==> src/rtl/feature_access_pkg.sv <==
// Shared constants and helpers for the feature access arbiter.
package feature_access_pkg;

    localparam int unsigned FEAT_NONE = 0;

    // Session state encoding
    localparam logic [1:0] ST_IDLE         = 2'd0;
    localparam logic [1:0] ST_HOLD         = 2'd1;
    localparam logic [1:0] ST_WAIT_RELEASE = 2'd2;

    // Widest busy vector the decode helper can produce (FEAT_W up to 5)
    localparam int unsigned MAX_FEATS = 32;

    // Feature code k maps to bit k-1; code 0 decodes to all zeros
    function automatic logic [MAX_FEATS-1:0] feat_onehot(input int unsigned code);
        logic [MAX_FEATS-1:0] oh;
        oh = '0;
        if (code != FEAT_NONE && code <= MAX_FEATS) begin
            oh = {{(MAX_FEATS-1){1'b0}}, 1'b1} << (code - 1);
        end
        return oh;
    endfunction

    // Distance of idx from the round-robin pointer; smaller wins
    function automatic int unsigned rr_rank(input int unsigned idx, input int unsigned ptr,
                                            input int unsigned n);
        return (idx + n - ptr) % n;
    endfunction

endpackage

==> src/rtl/feature_session_fsm.sv <==
// One entry interface's session: IDLE -> HOLD -> (IDLE | WAIT_RELEASE).
module feature_session_fsm
    import feature_access_pkg::*;
#(
    parameter int unsigned USER_W      = 3,
    parameter int unsigned FEAT_W      = 3,
    parameter int unsigned HOLD_CYCLES = 8
) (
    input  logic              clk,
    input  logic              rst,
    input  logic              win_i,
    input  logic              req_valid_i,
    input  logic              perm_ok_i,
    input  logic [USER_W-1:0] req_user_i,
    input  logic [FEAT_W-1:0] req_feat_i,
    output logic [1:0]        state_o,
    output logic              grant_o,
    output logic [FEAT_W-1:0] grant_feat_o,
    output logic              timeout_pulse_o
);

    localparam int unsigned CntW = (HOLD_CYCLES > 0) ? $clog2(HOLD_CYCLES + 1) : 1;

    logic [1:0]        state_q, state_d;
    logic [CntW-1:0]   cnt_q, cnt_d;
    logic [USER_W-1:0] user_q, user_d;
    logic [FEAT_W-1:0] feat_q, feat_d;
    logic              timeout_q, timeout_d;
    logic              release_req;
    logic              timeout_hit;

    // Next-state: a release condition always beats a coinciding timeout
    always_comb begin
        release_req = !req_valid_i || !perm_ok_i || (req_feat_i != feat_q) ||
                      (req_user_i != user_q);
        timeout_hit = (HOLD_CYCLES != 0) && (cnt_q == CntW'(HOLD_CYCLES - 1));
        state_d     = state_q;
        cnt_d       = cnt_q;
        user_d      = user_q;
        feat_d      = feat_q;
        timeout_d   = 1'b0;
        case (state_q)
            ST_IDLE: begin
                if (win_i) begin
                    state_d = ST_HOLD;
                    cnt_d   = '0;
                    user_d  = req_user_i;
                    feat_d  = req_feat_i;
                end
            end
            ST_HOLD: begin
                if (release_req) begin
                    state_d = ST_IDLE;
                end else if (timeout_hit) begin
                    state_d   = ST_WAIT_RELEASE;
                    timeout_d = 1'b1;
                end else begin
                    cnt_d = cnt_q + 1'b1;
                end
            end
            ST_WAIT_RELEASE: begin
                if (!req_valid_i) state_d = ST_IDLE;
            end
            default: state_d = ST_IDLE;
        endcase
    end

    // Session registers with synchronous reset
    always_ff @(posedge clk) begin
        if (rst) begin
            state_q   <= ST_IDLE;
            cnt_q     <= '0;
            user_q    <= '0;
            feat_q    <= '0;
            timeout_q <= 1'b0;
        end else begin
            state_q   <= state_d;
            cnt_q     <= cnt_d;
            user_q    <= user_d;
            feat_q    <= feat_d;
            timeout_q <= timeout_d;
        end
    end

    // Outputs derived purely from registered state
    always_comb begin
        state_o         = state_q;
        grant_o         = (state_q == ST_HOLD);
        grant_feat_o    = grant_o ? feat_q : '0;
        timeout_pulse_o = timeout_q;
    end

endmodule

==> src/rtl/feature_access_arbiter.sv <==
// Round-robin feature arbiter over NUM_IF entry interfaces with timed sessions.
module feature_access_arbiter
    import feature_access_pkg::*;
#(
    parameter int unsigned NUM_IF      = 2,
    parameter int unsigned USER_W      = 3,
    parameter int unsigned FEAT_W      = 3,
    parameter int unsigned HOLD_CYCLES = 8
) (
    input  logic                     clk,
    input  logic                     rst,
    input  logic [NUM_IF-1:0]        req_valid,
    input  logic [NUM_IF*USER_W-1:0] req_user,
    input  logic [NUM_IF*FEAT_W-1:0] req_feat,
    input  logic [NUM_IF-1:0]        perm_ok,
    output logic [NUM_IF-1:0]        grant,
    output logic [NUM_IF*FEAT_W-1:0] grant_feat,
    output logic [2**FEAT_W-2:0]     feat_busy,
    output logic [NUM_IF-1:0]        timeout_pulse,
    output logic [USER_W-1:0]        disp_user,
    output logic                     disp_valid
);

    localparam int unsigned NumFeat = 2**FEAT_W - 1;
    localparam int unsigned PtrW    = $clog2(NUM_IF);

    logic [1:0]        ch_state [NUM_IF];
    logic [NUM_IF-1:0] eligible;
    logic [NUM_IF-1:0] win;
    logic [PtrW-1:0]   rr_ptr_q, rr_ptr_d;
    logic [PtrW-1:0]   disp_idx_q, disp_idx_d;
    logic [USER_W-1:0] disp_user_q, disp_user_d;

    for (genvar g = 0; g < NUM_IF; g++) begin : g_ch
        feature_session_fsm #(
            .USER_W      (USER_W),
            .FEAT_W      (FEAT_W),
            .HOLD_CYCLES (HOLD_CYCLES)
        ) u_fsm (
            .clk             (clk),
            .rst             (rst),
            .win_i           (win[g]),
            .req_valid_i     (req_valid[g]),
            .perm_ok_i       (perm_ok[g]),
            .req_user_i      (req_user[g*USER_W +: USER_W]),
            .req_feat_i      (req_feat[g*FEAT_W +: FEAT_W]),
            .state_o         (ch_state[g]),
            .grant_o         (grant[g]),
            .grant_feat_o    (grant_feat[g*FEAT_W +: FEAT_W]),
            .timeout_pulse_o (timeout_pulse[g])
        );
    end

    // Busy vector and eligibility, both from registered session state
    always_comb begin
        logic [MAX_FEATS-1:0] oh;
        logic [MAX_FEATS-1:0] busy_all;
        busy_all = '0;
        for (int i = 0; i < NUM_IF; i++) begin
            busy_all = busy_all | feat_onehot(32'(grant_feat[i*FEAT_W +: FEAT_W]));
        end
        feat_busy = busy_all[NumFeat-1:0];
        for (int i = 0; i < NUM_IF; i++) begin
            oh = feat_onehot(32'(req_feat[i*FEAT_W +: FEAT_W]));
            eligible[i] = (ch_state[i] == ST_IDLE) && req_valid[i] && perm_ok[i] &&
                          (req_feat[i*FEAT_W +: FEAT_W] != '0) && ((oh & busy_all) == '0);
        end
    end

    // Per-feature round-robin; pointer follows the lowest contended feature
    always_comb begin
        int unsigned cnt;
        logic        found;
        win      = '0;
        rr_ptr_d = rr_ptr_q;
        found    = 1'b0;
        for (int i = 0; i < NUM_IF; i++) begin
            win[i] = eligible[i];
            for (int j = 0; j < NUM_IF; j++) begin
                if (j != i && eligible[j] &&
                    req_feat[j*FEAT_W +: FEAT_W] == req_feat[i*FEAT_W +: FEAT_W] &&
                    rr_rank(j, 32'(rr_ptr_q), NUM_IF) < rr_rank(i, 32'(rr_ptr_q), NUM_IF)) begin
                    win[i] = 1'b0;
                end
            end
        end
        for (int k = 1; k <= int'(NumFeat); k++) begin
            cnt = 0;
            for (int j = 0; j < NUM_IF; j++) begin
                if (eligible[j] && 32'(req_feat[j*FEAT_W +: FEAT_W]) == k) cnt = cnt + 1;
            end
            if (!found && cnt >= 2) begin
                found = 1'b1;
                for (int j = 0; j < NUM_IF; j++) begin
                    if (win[j] && 32'(req_feat[j*FEAT_W +: FEAT_W]) == k) begin
                        rr_ptr_d = PtrW'((j + 1) % NUM_IF);
                    end
                end
            end
        end
    end

    // Display follows the lowest-index channel granted this cycle
    always_comb begin
        disp_user_d = disp_user_q;
        disp_idx_d  = disp_idx_q;
        for (int i = NUM_IF - 1; i >= 0; i--) begin
            if (win[i]) begin
                disp_user_d = req_user[i*USER_W +: USER_W];
                disp_idx_d  = PtrW'(i);
            end
        end
    end

    // Arbiter and display registers
    always_ff @(posedge clk) begin
        if (rst) begin
            rr_ptr_q    <= '0;
            disp_idx_q  <= '0;
            disp_user_q <= '0;
        end else begin
            rr_ptr_q    <= rr_ptr_d;
            disp_idx_q  <= disp_idx_d;
            disp_user_q <= disp_user_d;
        end
    end

    // Display outputs
    always_comb begin
        disp_user  = disp_user_q;
        disp_valid = (ch_state[disp_idx_q] == ST_HOLD);
    end

endmodule

==> config.mk <==
export PLATFORM = sky130hd
export DESIGN_NAME = feature_access_arbiter
export DESIGN_NICKNAME = d
export VERILOG_FILES = /design/src/rtl/feature_access_pkg.sv /design/src/rtl/feature_session_fsm.sv /design/src/rtl/feature_access_arbiter.sv
export SDC_FILE = /design/constraint.sdc
export NUM_CORES = 1
export LEC_CHECK = 0
export ABC_CLOCK_PERIOD_IN_PS = 5100
export CAP_MARGIN = 20
export CELL_PAD_IN_SITES_DETAIL_PLACEMENT = 0
export CELL_PAD_IN_SITES_GLOBAL_PLACEMENT = 1
export CORE_MARGIN = 2
export CORE_UTILIZATION = 30
export DETAILED_ROUTE_END_ITERATION = 8
export PLACE_DENSITY_LB_ADDON = 0.1
export SLEW_MARGIN = 20
export SYNTH_ARGS = -nofsm -noshare
export SYNTH_HDL_FRONTEND = slang
export SYNTH_HIERARCHICAL = 1
export SYNTH_SLANG_ARGS = --single-unit
==> constraint.sdc <==
create_clock -name clk -period 5.1 [get_ports clk]
set_input_delay 0.51 -clock clk [delete_from_list [all_inputs] [get_ports clk]]
set_output_delay 0.51 -clock clk [all_outputs]
set_load 0.01 [all_outputs]
==> results.yml <==
sta:
  whs_ns: 0.493
  relSlewSlack_pct: 62.7
  period_minus_slack_ns: 4.44
  rsz0062_at_grt: "false"
  tightest_slew_ns: 0.559
  hold_violations: 0
  drv_slew: 0
  setup_viol: 0
  fin_crit_sh_pct: 87.1
  setup-tns-final_ns: 0
  skew_ns: 0.00883
  layout_setup_ws_ns: 0.658
  max_freq_mhz: 225
floorplan:
  ioPinCount: 39
  die_x_um: 98.1
  initial_core_util_pct: 30.7
  row_count: 34
  fp.dieH_um: 98.1
  die_area_um2: 9610
  core_area_um2: 8640
logic_synthesis:
  synth_common_cells: "dfxtp_1, nor2_1, nand2_1"
  async_flop_share_pct: 0
  synth_cell_types: 63
  syn-cell-area_um2: 2650
  synth_fp_nets: 361
  synth_most_common_cell: "dfxtp_1"
  ys_ff_latch: 31
  seq_area_frac_synth_pct: 23.4
  synth.avg_cell_area_um2: 8.27
  postSynthCellCount: 321
  synth_edf_count: 0
  ys_top_cells_by_area: "dfxtp_1, ha_1, mux2i_1"
  synth_warnings: 6
  synth_top_area_share_pct: 23.4
  synth_top_area_cell: "dfxtp_1"
  synth_top_flop_cell: "dfxtp_1"
global_routing:
  grt_pass1_vias: 2363
  grt_pass1_wl_um: 11800
  grt_max_degree: 34
  antenna_found_initial: 0
  grtUsageTotal_pct: 14.9
  grt_overflow: 0
cts:
  clockRootBuffer: "clkbuf_8"
  cts_tree: "built"
  clk_pin_slew_worst_paths_ns: 0.07
  cts_made_buffers: 5
  cts_hold_buffers: 0
  htreeDepth: 2
  clkLatencyLatePin_ns: 0.28
  cts_buffer_depth: 2
  post_cts.repair.setup_buffers: 0
  numClockSinks: 31
  cts_resized: 0
power:
  leakagePower_nw: 1.26
  power.density_nw_per_um2: 174
  vdd_drop_max_mv: 0.0997
  p_total_mw: 0.567
routing:
  vias_per_cell: 5.08
  dr_total_vias: 2401
  drc: 0
  wirelength_um: 7100
  ant_nets: 0
  drt_iter0_drc: 86
  firstDrtPassIters: 4
  wl_per_cell_um: 15.0
setup_path:
  crit_fanout: 9
  endpoint_kind: "register"
  path_class: "reg2reg"
  startpoint_type: "register"
  r2r_start: "g_ch[1].u_fsm/state_o[0]"
  worstSetupStartpoint: "g_ch[1].u_fsm/state_o[0]"
  slowest_delay_ns: 0.52
  cp_slowest_cell: "or4b_1"
  arrival_ns: 4.62
  cp_cell_sequence: "nor2b_1 -> buf_4 -> and2_1 -> inv_1 -> ha_1 -> or4b_1 -> a211o_1 -> o31ai_4 -> mux2i_2 -> o221a_4 -> o21ai_2 -> o21bai_1 -> inv_1 -> nand2b_1 -> nor2_2 -> o31ai_1 -> a22o_1"
  r2r_cells: 17
  required_ns: 5.28
  crit_path_frequent_cell: "inv_1"
  ff2ff_setup_slack_ns: 0.66
  r2r_end: "g_ch[0].u_fsm/cnt_q[3]"
placement:
  post-dp-hpwl_um: 5590
  post-place-cells: 465
  dp_slack_ns: 0.644
  gp_routability_congestion: 0.786
  place_area_um2: 3180
  io_buffers: 38
flow_run:
  cap_violations: 0
final_layout:
  fin_cells: 473
  antenna_cells: 0
  fin_util_pct: 37.8
  area_growth_pct: 22.9
  design_area_um2: 3260
  fillers: 898
  drive_gt1_share_pct: 9.04
  fin_nets: 404
worst_hold_path:
  holdCritStartpoint: "rr_ptr_q"
  hold_depth: 2
  min_to: "rr_ptr_q"
  worstHoldPathType: "reg2reg"
outcome:
  status: "finished, final reports clean"
==> kinds of logic after synthesis <==
kind of cell	synth area share, %
DFF	23.4
AOI/OAI and AO/OA	23.9
adders and majority gates	10.4
and+or+nand+nor	26.5
buffers and inverters	4.38
muxes	6.18
xor gates and xnor gates	5.28
==> flip-flops by register name, indices dropped and copies added, names as in the netlist <==
name / count
rr_ptr_q: 1
disp_user: 3
g_ch.u_fsm/feat_q: 6
disp_idx_q: 1
g_ch.u_fsm/timeout_pulse_o: 2
g_ch.u_fsm/user_q: 6
g_ch.u_fsm/state_o: 4
g_ch.u_fsm/cnt_q: 8
==> final cells by class <==
type	count	area [um2]	area share [%]
Timing Repair Buffer	42	410	12.6
Clock inverter	3	15.0	0.460
Multi-Input combinational cell	259	1920	58.8
Sequential cell	31	621	19.0
Inverter	25	93.8	2.88
Clock buffer	5	68.8	2.11
Tap cell	108	135	4.14
==> power by group <==
group | total, mW | internal, mW | leakage [nW] | switching, mW
sequential | 0.257 | 0.250 | 0.252 | 0.00678
clock | 0.190 | 0.0934 | 0.0477 | 0.0965
combinational | 0.121 | 0.0540 | 0.956 | 0.0669
total | 0.567 | 0.397 | 1.26 | 0.170
==> placed cells by master (no fill, tap or decap), drive strengths merged, types with 9 or more instances in the layout <==
cell,instances
clkdlybuf4s50,38
and2,11
ha,22
nor3,9
nor2b,10
a21oi,10
xor2,16
nor2,31
mux2i,16
inv,25
o21ai,11
nand2,26
nand3,9
dfxtp,31
==> how the worst max path moves through the flow <==
stage / end
floorplan: g_ch[0].u_fsm/cnt_q[3]
global placement: g_ch[0].u_fsm/cnt_q[3]
detailed placement: g_ch[0].u_fsm/cnt_q[3]
CTS: g_ch[0].u_fsm/cnt_q[3]
global route: g_ch[0].u_fsm/cnt_q[3]
finish: g_ch[0].u_fsm/cnt_q[3]
==> routing by layer <==
layer / up-vias / routed length [um] / GRT usage, %
met1: 1109 / 3640 / 20.5
met5: - / 0 / 0
met2: 40 / 3220 / 24.9
li1: 1247 / - / -
met3: 5 / 202 / 2.72
met4: 0 / 31 / 2.24
==> critical path: cells and delay by family, from the launching register on <==
family                     cells  cell delay, ns
and+or+nand+nor                5            1.54
AOI/OAI and AO/OA              7            1.54
DFF                            1            0.48
buffers and inverters          3            0.38
adders and majority gates      1            0.29
muxes                          1            0.12
Note: power is estimated with default switching activity, not from simulation.
